[config.mk]
export PLATFORM = sky130hd
export DESIGN_NAME = m_uxa_ps2_txreg
export DESIGN_NICKNAME = d
export VERILOG_FILES = /design/src/rtl/m_uxa_ps2_txreg_pkg.sv /design/src/rtl/m_uxa_ps2_edgedet.sv /design/src/rtl/m_uxa_ps2_txreg.sv
export SDC_FILE = /design/constraint.sdc
export NUM_CORES = 1
export LEC_CHECK = 0
export ABC_AREA = 1
export ABC_CLOCK_PERIOD_IN_PS = 2500
export CAP_MARGIN = 30
export CORE_MARGIN = 2
export CORE_UTILIZATION = 40
export CTS_BUF_LIST = sky130_fd_sc_hd__clkbuf_8
export CTS_CLUSTER_DIAMETER = 40
export DETAILED_ROUTE_END_ITERATION = 10
export PLACE_DENSITY = 0.66
export SYNTH_ARGS = -nofsm -noshare
export SYNTH_HDL_FRONTEND = slang
export SYNTH_SLANG_ARGS = --single-unit
[constraint.sdc]
create_clock -name sys_clk_i -period 2.5 [get_ports sys_clk_i]
set_input_delay 0.25 -clock sys_clk_i [delete_from_list [all_inputs] [get_ports sys_clk_i]]
set_output_delay 0.25 -clock sys_clk_i [all_outputs]
set_load 0.05 [all_outputs]
[src/rtl/m_uxa_ps2_txreg_pkg.sv]
// Shared definitions for the UXA PS/2 host-to-device transmitter.
// Holds the state encoding, the frame length, default timing and the frame builder.
package m_uxa_ps2_txreg_pkg;

    typedef enum logic [2:0] {
        ST_IDLE    = 3'd0,
        ST_INHIBIT = 3'd1,
        ST_SETUP   = 3'd2,
        ST_SHIFT   = 3'd3,
        ST_ACK     = 3'd4,
        ST_RELEASE = 3'd5,
        ST_FAIL    = 3'd6
    } t_tx_state;

    localparam int PS2_FRAME_BITS  = 11;
    localparam int DEF_INHIBIT_CYC = 6000;
    localparam int DEF_TIMEOUT_CYC = 750000;
    localparam int DEF_CNT_W       = 20;

    // Shift payload after the start bit: data LSB first, odd parity, stop.
    function automatic logic [9:0] f_frame(input logic [7:0] d);
        return {1'b1, ~^d, d};
    endfunction

endpackage

[src/rtl/m_uxa_ps2_edgedet.sv]
// Two-flop synchronizer for the PS/2 clock/data pins with clock edge pulses.
// Reusable by the receive path; flops reset to the idle (released) level.
module m_uxa_ps2_edgedet
    import m_uxa_ps2_txreg_pkg::*;
(
    input  logic i_clk,
    input  logic i_rst_n,
    input  logic i_c,
    input  logic i_d,
    output logic o_c,
    output logic o_d,
    output logic o_c_rise,
    output logic o_c_fall
);

    logic [1:0] r_c_sync;
    logic [1:0] r_d_sync;
    logic       r_c_prev;

    always_ff @(posedge i_clk) begin
        if (!i_rst_n) begin
            r_c_sync <= 2'b11;
            r_d_sync <= 2'b11;
            r_c_prev <= 1'b1;
        end else begin
            r_c_sync <= {r_c_sync[0], i_c};
            r_d_sync <= {r_d_sync[0], i_d};
            r_c_prev <= r_c_sync[1];
        end
    end

    assign o_c      = r_c_sync[1];
    assign o_d      = r_d_sync[1];
    assign o_c_fall = r_c_prev & ~r_c_sync[1];
    assign o_c_rise = ~r_c_prev & r_c_sync[1];

endmodule

[src/rtl/m_uxa_ps2_txreg.sv]
// Host-to-device PS/2 transmitter: inhibits the bus, sends one byte with odd
// parity on device clock falls, checks the device ACK, and reports done/err.
module m_uxa_ps2_txreg
    import m_uxa_ps2_txreg_pkg::*;
#(
    parameter int INHIBIT_CYC = DEF_INHIBIT_CYC,
    parameter int TIMEOUT_CYC = DEF_TIMEOUT_CYC,
    parameter int CNT_W       = DEF_CNT_W
) (
    input  logic       sys_clk_i,
    input  logic       reset_i,
    input  logic [7:0] d_i,
    input  logic       we_i,
    output logic       busy_o,
    output logic       done_o,
    output logic       err_o,
    input  logic       ps2_c_i,
    input  logic       ps2_d_i,
    output logic       ps2_c_oe_o,
    output logic       ps2_d_oe_o
);

    localparam logic [CNT_W-1:0] INH_LAST = CNT_W'(INHIBIT_CYC - 1);
    localparam logic [CNT_W-1:0] TMO_LAST = CNT_W'(TIMEOUT_CYC - 1);
    localparam logic [3:0]       LAST_BIT = 4'(PS2_FRAME_BITS - 2);

    t_tx_state        r_state, w_state_nxt;
    logic [9:0]       r_tx, w_tx_nxt;
    logic [3:0]       r_bitcnt, w_bitcnt_nxt;
    logic [CNT_W-1:0] r_cnt, w_cnt_nxt;
    logic             r_c_oe, w_c_oe_nxt;
    logic             r_d_oe, w_d_oe_nxt;
    logic             r_done, w_done_nxt;
    logic             r_err, w_err_nxt;

    logic w_c_sync, w_d_sync, w_c_fall, w_c_rise_unused;

    m_uxa_ps2_edgedet u_edgedet (
        .i_clk    (sys_clk_i),
        .i_rst_n  (reset_i),
        .i_c      (ps2_c_i),
        .i_d      (ps2_d_i),
        .o_c      (w_c_sync),
        .o_d      (w_d_sync),
        .o_c_rise (w_c_rise_unused),
        .o_c_fall (w_c_fall)
    );

    always_comb begin
        w_state_nxt  = r_state;
        w_tx_nxt     = r_tx;
        w_bitcnt_nxt = r_bitcnt;
        w_cnt_nxt    = r_cnt;
        w_c_oe_nxt   = r_c_oe;
        w_d_oe_nxt   = r_d_oe;
        w_done_nxt   = 1'b0;
        w_err_nxt    = 1'b0;
        case (r_state)
            ST_IDLE: begin
                w_c_oe_nxt = 1'b0;
                w_d_oe_nxt = 1'b0;
                if (we_i) begin
                    w_tx_nxt    = f_frame(d_i);
                    w_cnt_nxt   = '0;
                    w_c_oe_nxt  = 1'b1;
                    w_state_nxt = ST_INHIBIT;
                end
            end
            ST_INHIBIT: begin
                w_c_oe_nxt = 1'b1;
                if (r_cnt == INH_LAST) begin
                    w_d_oe_nxt  = 1'b1;
                    w_cnt_nxt   = '0;
                    w_state_nxt = ST_SETUP;
                end else begin
                    w_cnt_nxt = r_cnt + CNT_W'(1);
                end
            end
            ST_SETUP: begin
                w_c_oe_nxt   = 1'b0;
                w_bitcnt_nxt = '0;
                w_cnt_nxt    = '0;
                w_state_nxt  = ST_SHIFT;
            end
            ST_SHIFT: begin
                // Open-drain: a 1 bit is sent by releasing the line.
                if (w_c_fall) begin
                    w_d_oe_nxt   = ~r_tx[r_bitcnt];
                    w_bitcnt_nxt = r_bitcnt + 4'd1;
                    w_cnt_nxt    = '0;
                    if (r_bitcnt == LAST_BIT) begin
                        w_state_nxt = ST_ACK;
                    end
                end else if (r_cnt == TMO_LAST) begin
                    w_state_nxt = ST_FAIL;
                end else begin
                    w_cnt_nxt = r_cnt + CNT_W'(1);
                end
            end
            ST_ACK: begin
                if (w_c_fall) begin
                    w_cnt_nxt   = '0;
                    w_state_nxt = w_d_sync ? ST_FAIL : ST_RELEASE;
                end else if (r_cnt == TMO_LAST) begin
                    w_state_nxt = ST_FAIL;
                end else begin
                    w_cnt_nxt = r_cnt + CNT_W'(1);
                end
            end
            ST_RELEASE: begin
                if (w_c_sync && w_d_sync) begin
                    w_done_nxt  = 1'b1;
                    w_state_nxt = ST_IDLE;
                end else if (r_cnt == TMO_LAST) begin
                    w_state_nxt = ST_FAIL;
                end else begin
                    w_cnt_nxt = r_cnt + CNT_W'(1);
                end
            end
            ST_FAIL: begin
                w_c_oe_nxt  = 1'b0;
                w_d_oe_nxt  = 1'b0;
                w_err_nxt   = 1'b1;
                w_state_nxt = ST_IDLE;
            end
            default: begin
                w_c_oe_nxt  = 1'b0;
                w_d_oe_nxt  = 1'b0;
                w_state_nxt = ST_IDLE;
            end
        endcase
    end

    always_ff @(posedge sys_clk_i) begin
        if (!reset_i) begin
            r_state  <= ST_IDLE;
            r_bitcnt <= '0;
            r_cnt    <= '0;
            r_c_oe   <= 1'b0;
            r_d_oe   <= 1'b0;
            r_done   <= 1'b0;
            r_err    <= 1'b0;
        end else begin
            r_state  <= w_state_nxt;
            r_bitcnt <= w_bitcnt_nxt;
            r_cnt    <= w_cnt_nxt;
            r_c_oe   <= w_c_oe_nxt;
            r_d_oe   <= w_d_oe_nxt;
            r_done   <= w_done_nxt;
            r_err    <= w_err_nxt;
        end
    end

    // Frame payload is only read in SHIFT, after it has been loaded.
    always_ff @(posedge sys_clk_i) begin
        r_tx <= w_tx_nxt;
    end

    assign busy_o     = (r_state != ST_IDLE);
    assign done_o     = r_done;
    assign err_o      = r_err;
    assign ps2_c_oe_o = r_c_oe;
    assign ps2_d_oe_o = r_d_oe;

endmodule

==> flow_summary.yaml <==
worst_setup_path:
  critical_path.top_delay_family: "buffers and inverters"
  cp_cell_sequence: "inv_2 > nand3_1 > clkdlybuf4s50_1"
  slowest_delay_ns: 0.81
  cp.required_ns: 2.25
  cp_max_fo: 6
  critPathBufInv: 2
  cp_slowest_cell: "clkdlybuf4s50_1"
  arrival_ns: 1.86
  crit_path_start_kind: "flip-flop"
  end_kind: "output port"
  worstSetupPathType: "flip-flop to output port"
power_and_ir_drop:
  swShare: 0.307
  ir_worst_vdd_uv: 240
  p_int_w: 0.00121
  seq_power_share: 0.459
  switching_power_w: 0.000535
  combPwrFrac: 0.205
  p_leak_nw: 1.31
  p_clk_frac: 0.336
  p_per_area_nw_per_um2: 545
clocking:
  cts_buffers: 5
  clkTransAtPathRegs_ns: 0.09
  cts.repair.resized: 0
  cts.sinks: 45
  cts_tree: "yes"
  cts_setup_buffers: 0
  h-tree-depth: 2
  clock_latency_ns: 0.30
  clockRootBuffer: "clkbuf_8"
  cts_buffer_depth: 2
  cts_hold_buf: 0
sta:
  relSlewSlack: 0.522
  rsz0062_at_grt: "no"
  holdWs_ns: 0.422
  tightest_slew_ns: 0.716
  final.period_utilization: 0.845
  final-setup-viol-count: 0
  period_needed_ns: 2.11
  fin_worst_skew_ns: 0.00784
  setup_slack_ns: 0.388
  hold_viol: 0
  fin_tns_setup_ns: 0
  max_freq_mhz: 473
  maxSlewViolCount: 0
grt:
  overflow: 0
  antenna_found_initial: 0
  grt_pass1_vias: 2326
  grt_pass1_wl_mm: 10.7
  grtUsageTotal: 0.173
  grt_max_degree: 23
floorplan:
  start_util: 0.413
  core_um2: 6790
  rows: 30
  ios: 18
  die_h_um: 87.8
  die_area_um2: 7710
  die_x_um: 87.8
logic_synthesis:
  ys.warnings.count: 0
  synthSimpleGateAreaFrac: 0.417
  muxShareOfSynthArea: 0
  synth.avg_cell_area_um2: 6.70
  synthAdderAreaFrac: 0.0134
  synth_top_family_by_area: "simple AND/OR/NAND/NOR gates"
  synth_compound_area_frac: 0.0913
  synthesis.nets: 435
  ys_types: 38
  netlist_instances: 419
  yosys_register_bits: 45
  netlist_area_um2: 2810
  seq_area_frac_synth: 0.353
  synth_xor_area_frac: 0.0343
job:
  drv_cap: 0
drt:
  firstDrtPassIters: 5
  avgRoutedWirePerCell_um: 11.7
  postRouteWirelength_mm: 6.26
  antenna_left: 0
  avgViaCountPerCell: 4.93
  drc: 0
  vias: 2637
  drt_iter0_markers: 184
placement:
  port_buffers: 17
  pre_cts_slack_ns: 0.690
  dpl.hpwl_mm: 4.74
  gp_congestion: 0.947
layout:
  multiInputGateArea_um2: 1560
  register_area_um2: 991
  layout-drive-gt1-share: 0.114
  fill_cells: 700
  nets: 454
  num_antenna_cells: 0
  synthToLayoutAreaGrowth_pct: 13.8
worst_hold_path:
  hold_path_class: "flip-flop to flip-flop"
outcome:
  status: "complete, no violations"
-- layer usage --
metal | vias to the layer above | wire length [µm] | global-route usage
li1 | 1391 | - | -
met1 | 1169 | 3000 | 0.235
met2 | 71 | 2840 | 0.282
met3 | 6 | 342 | 0.0320
met4 | 0 | 74 | 0.0490
met5 | - | 0 | 0
-- worst reg2reg max path: cells and delay by family, from the launching register on --
family / cells / cell delay (ns)
AND/OR/NAND/NOR: 7 / 0.68
AO/OA/AOI/OAI: 1 / 0.41
flip-flops: 1 / 0.34
adder cells (fa/ha/maj): 1 / 0.20
buffers and inverters: 3 / 0.15
-- path summary, 6_finish.rpt --
| kind | slack [ns] | to | start | cells past startpoint |
|---|---|---|---|---|
| max | 0.39 | busy_o | r_state[1]$_SDFFE_PN0P_ | 3 |
| max reg2reg | 0.66 | r_cnt[13]$_SDFFE_PN0P_ | r_cnt[0]$_SDFFE_PN0P_ | 12 |
| min reg2reg | 0.42 | u_edgedet.r_c_sync[1]$_SDFF_PN1_ | u_edgedet.r_c_sync[0]$_SDFF_PN1_ | 1 |
| min | 0.42 | u_edgedet.r_c_sync[1]$_SDFF_PN1_ | u_edgedet.r_c_sync[0]$_SDFF_PN1_ | 1 |
-- power by group through the flow --
stage	Combinational, W	Clock [W]	Sequential, W
4_1_cts	0.000358	0.000604	0.000799
5_1_grt	0.000396	0.000630	0.000804
3_3_place_gp	0.000356	0	0.000815
6_report	0.000357	0.000585	0.000799
3_5_place_dp	0.000357	0	0.000816
2_1_floorplan	0.000259	0	0.000825
-- cell usage after synthesis --
library cell | instances | area (µm²)
a21oi_1 | 33 | 165
nand2_4 | 2 | 22.5
o21ai_1 | 2 | 10.0
nand4_2 | 1 | 12.5
clkinv_2 | 1 | 5.00
buf_2 | 3 | 15.0
nand2_2 | 5 | 31.3
buf_6 | 1 | 11.3
nor4_1 | 1 | 6.26
nor2_4 | 1 | 11.3
buf_4 | 1 | 7.51
nand3b_1 | 4 | 30.0
nand4_1 | 7 | 43.8
or2_2 | 5 | 31.3
nor2_2 | 7 | 43.8
o21ai_2 | 1 | 8.76
inv_2 | 8 | 30.0
ha_1 | 3 | 37.5
o2111ai_1 | 1 | 8.76
clkbuf_1 | 3 | 11.3
nor2_1 | 40 | 150
nand2_1 | 110 | 413
nand3_1 | 49 | 245
edfxtp_1 | 9 | 270
inv_1 | 45 | 169
o21ai_0 | 8 | 40.0
nand3_2 | 5 | 50.1
dfxtp_1 | 36 | 721
nor2_8 | 1 | 20.0
a211oi_1 | 1 | 7.51
nor3_1 | 9 | 45.0
nor3_2 | 1 | 10.0
xnor2_1 | 5 | 43.8
and3_1 | 1 | 6.26
inv_4 | 1 | 6.26
a31oi_1 | 1 | 6.26
o211a_1 | 1 | 10.0
xor2_1 | 6 | 52.6
-- sequential cells by signal, indices dropped and copies added (netlist names) --
| signal | flops |
|---|---|
| err_o | 1 |
| r_state | 3 |
| r_bitcnt | 4 |
| r_tx | 9 |
| done_o | 1 |
| u_edgedet.r_c_sync | 2 |
| r_cnt | 20 |
| ps2_d_oe_o | 1 |
| u_edgedet.r_c_prev | 1 |
| u_edgedet.r_d_sync | 2 |
| ps2_c_oe_o | 1 |
-- cell usage in the layout (no fill, tap or decap), types with 2 or more instances in the layout --
cell and instances:
a21oi_1 33, buf_4 3, clkbuf_8 5, clkdlybuf4s50_1 17, dfxtp_1 36, edfxtp_1 9, ha_1 3, inv_1 45
inv_2 8, nand2_1 110, nand2_2 5, nand2_4 2, nand3_1 49, nand3_2 5, nand3b_1 4, nand4_1 7
nor2_1 40, nor2_2 7, nor3_1 9, o21ai_0 8, o21ai_1 2, or2_2 5, xnor2_1 5, xor2_1 6
-- final cells by class --
| type | count | share of cell area |
|---|---|---|
| Clock inverter | 3 | 0.0157 |
| Timing Repair Buffer | 20 | 0.0603 |
| Multi-Input combinational cell | 311 | 0.489 |
| Tap cell | 96 | 0.0376 |
| Inverter | 55 | 0.0658 |
| Sequential cell | 45 | 0.310 |
| Clock buffer | 5 | 0.0215 |
-- kinds of logic (layout without fill, tap and decap cells) --
logic type / count (synthesis) / in the layout
xor+xnor: 11 / 11
buf+inv: 63 / 83
fa+ha+maj: 3 / 3
compound gates: 48 / 48
flops: 45 / 45
simple gates: 249 / 249
-- metrics by stage --
| stage | power, W | utilization | cell area (µm²) | cells |
|---|---|---|---|---|
| floorplan | 0.00108 | - | 2810 | 419 |
| global placement | 0.00117 | 0.453 | 3080 | 527 |
| detailed placement | 0.00117 | 0.453 | 3080 | 527 |
| CTS | 0.00176 | 0.470 | 3200 | 535 |
| global route | 0.00183 | 0.470 | 3200 | 535 |
| finish | 0.00174 | 0.470 | 3200 | 535 |
No activity file was read; power rests on OpenSTA's default activity.
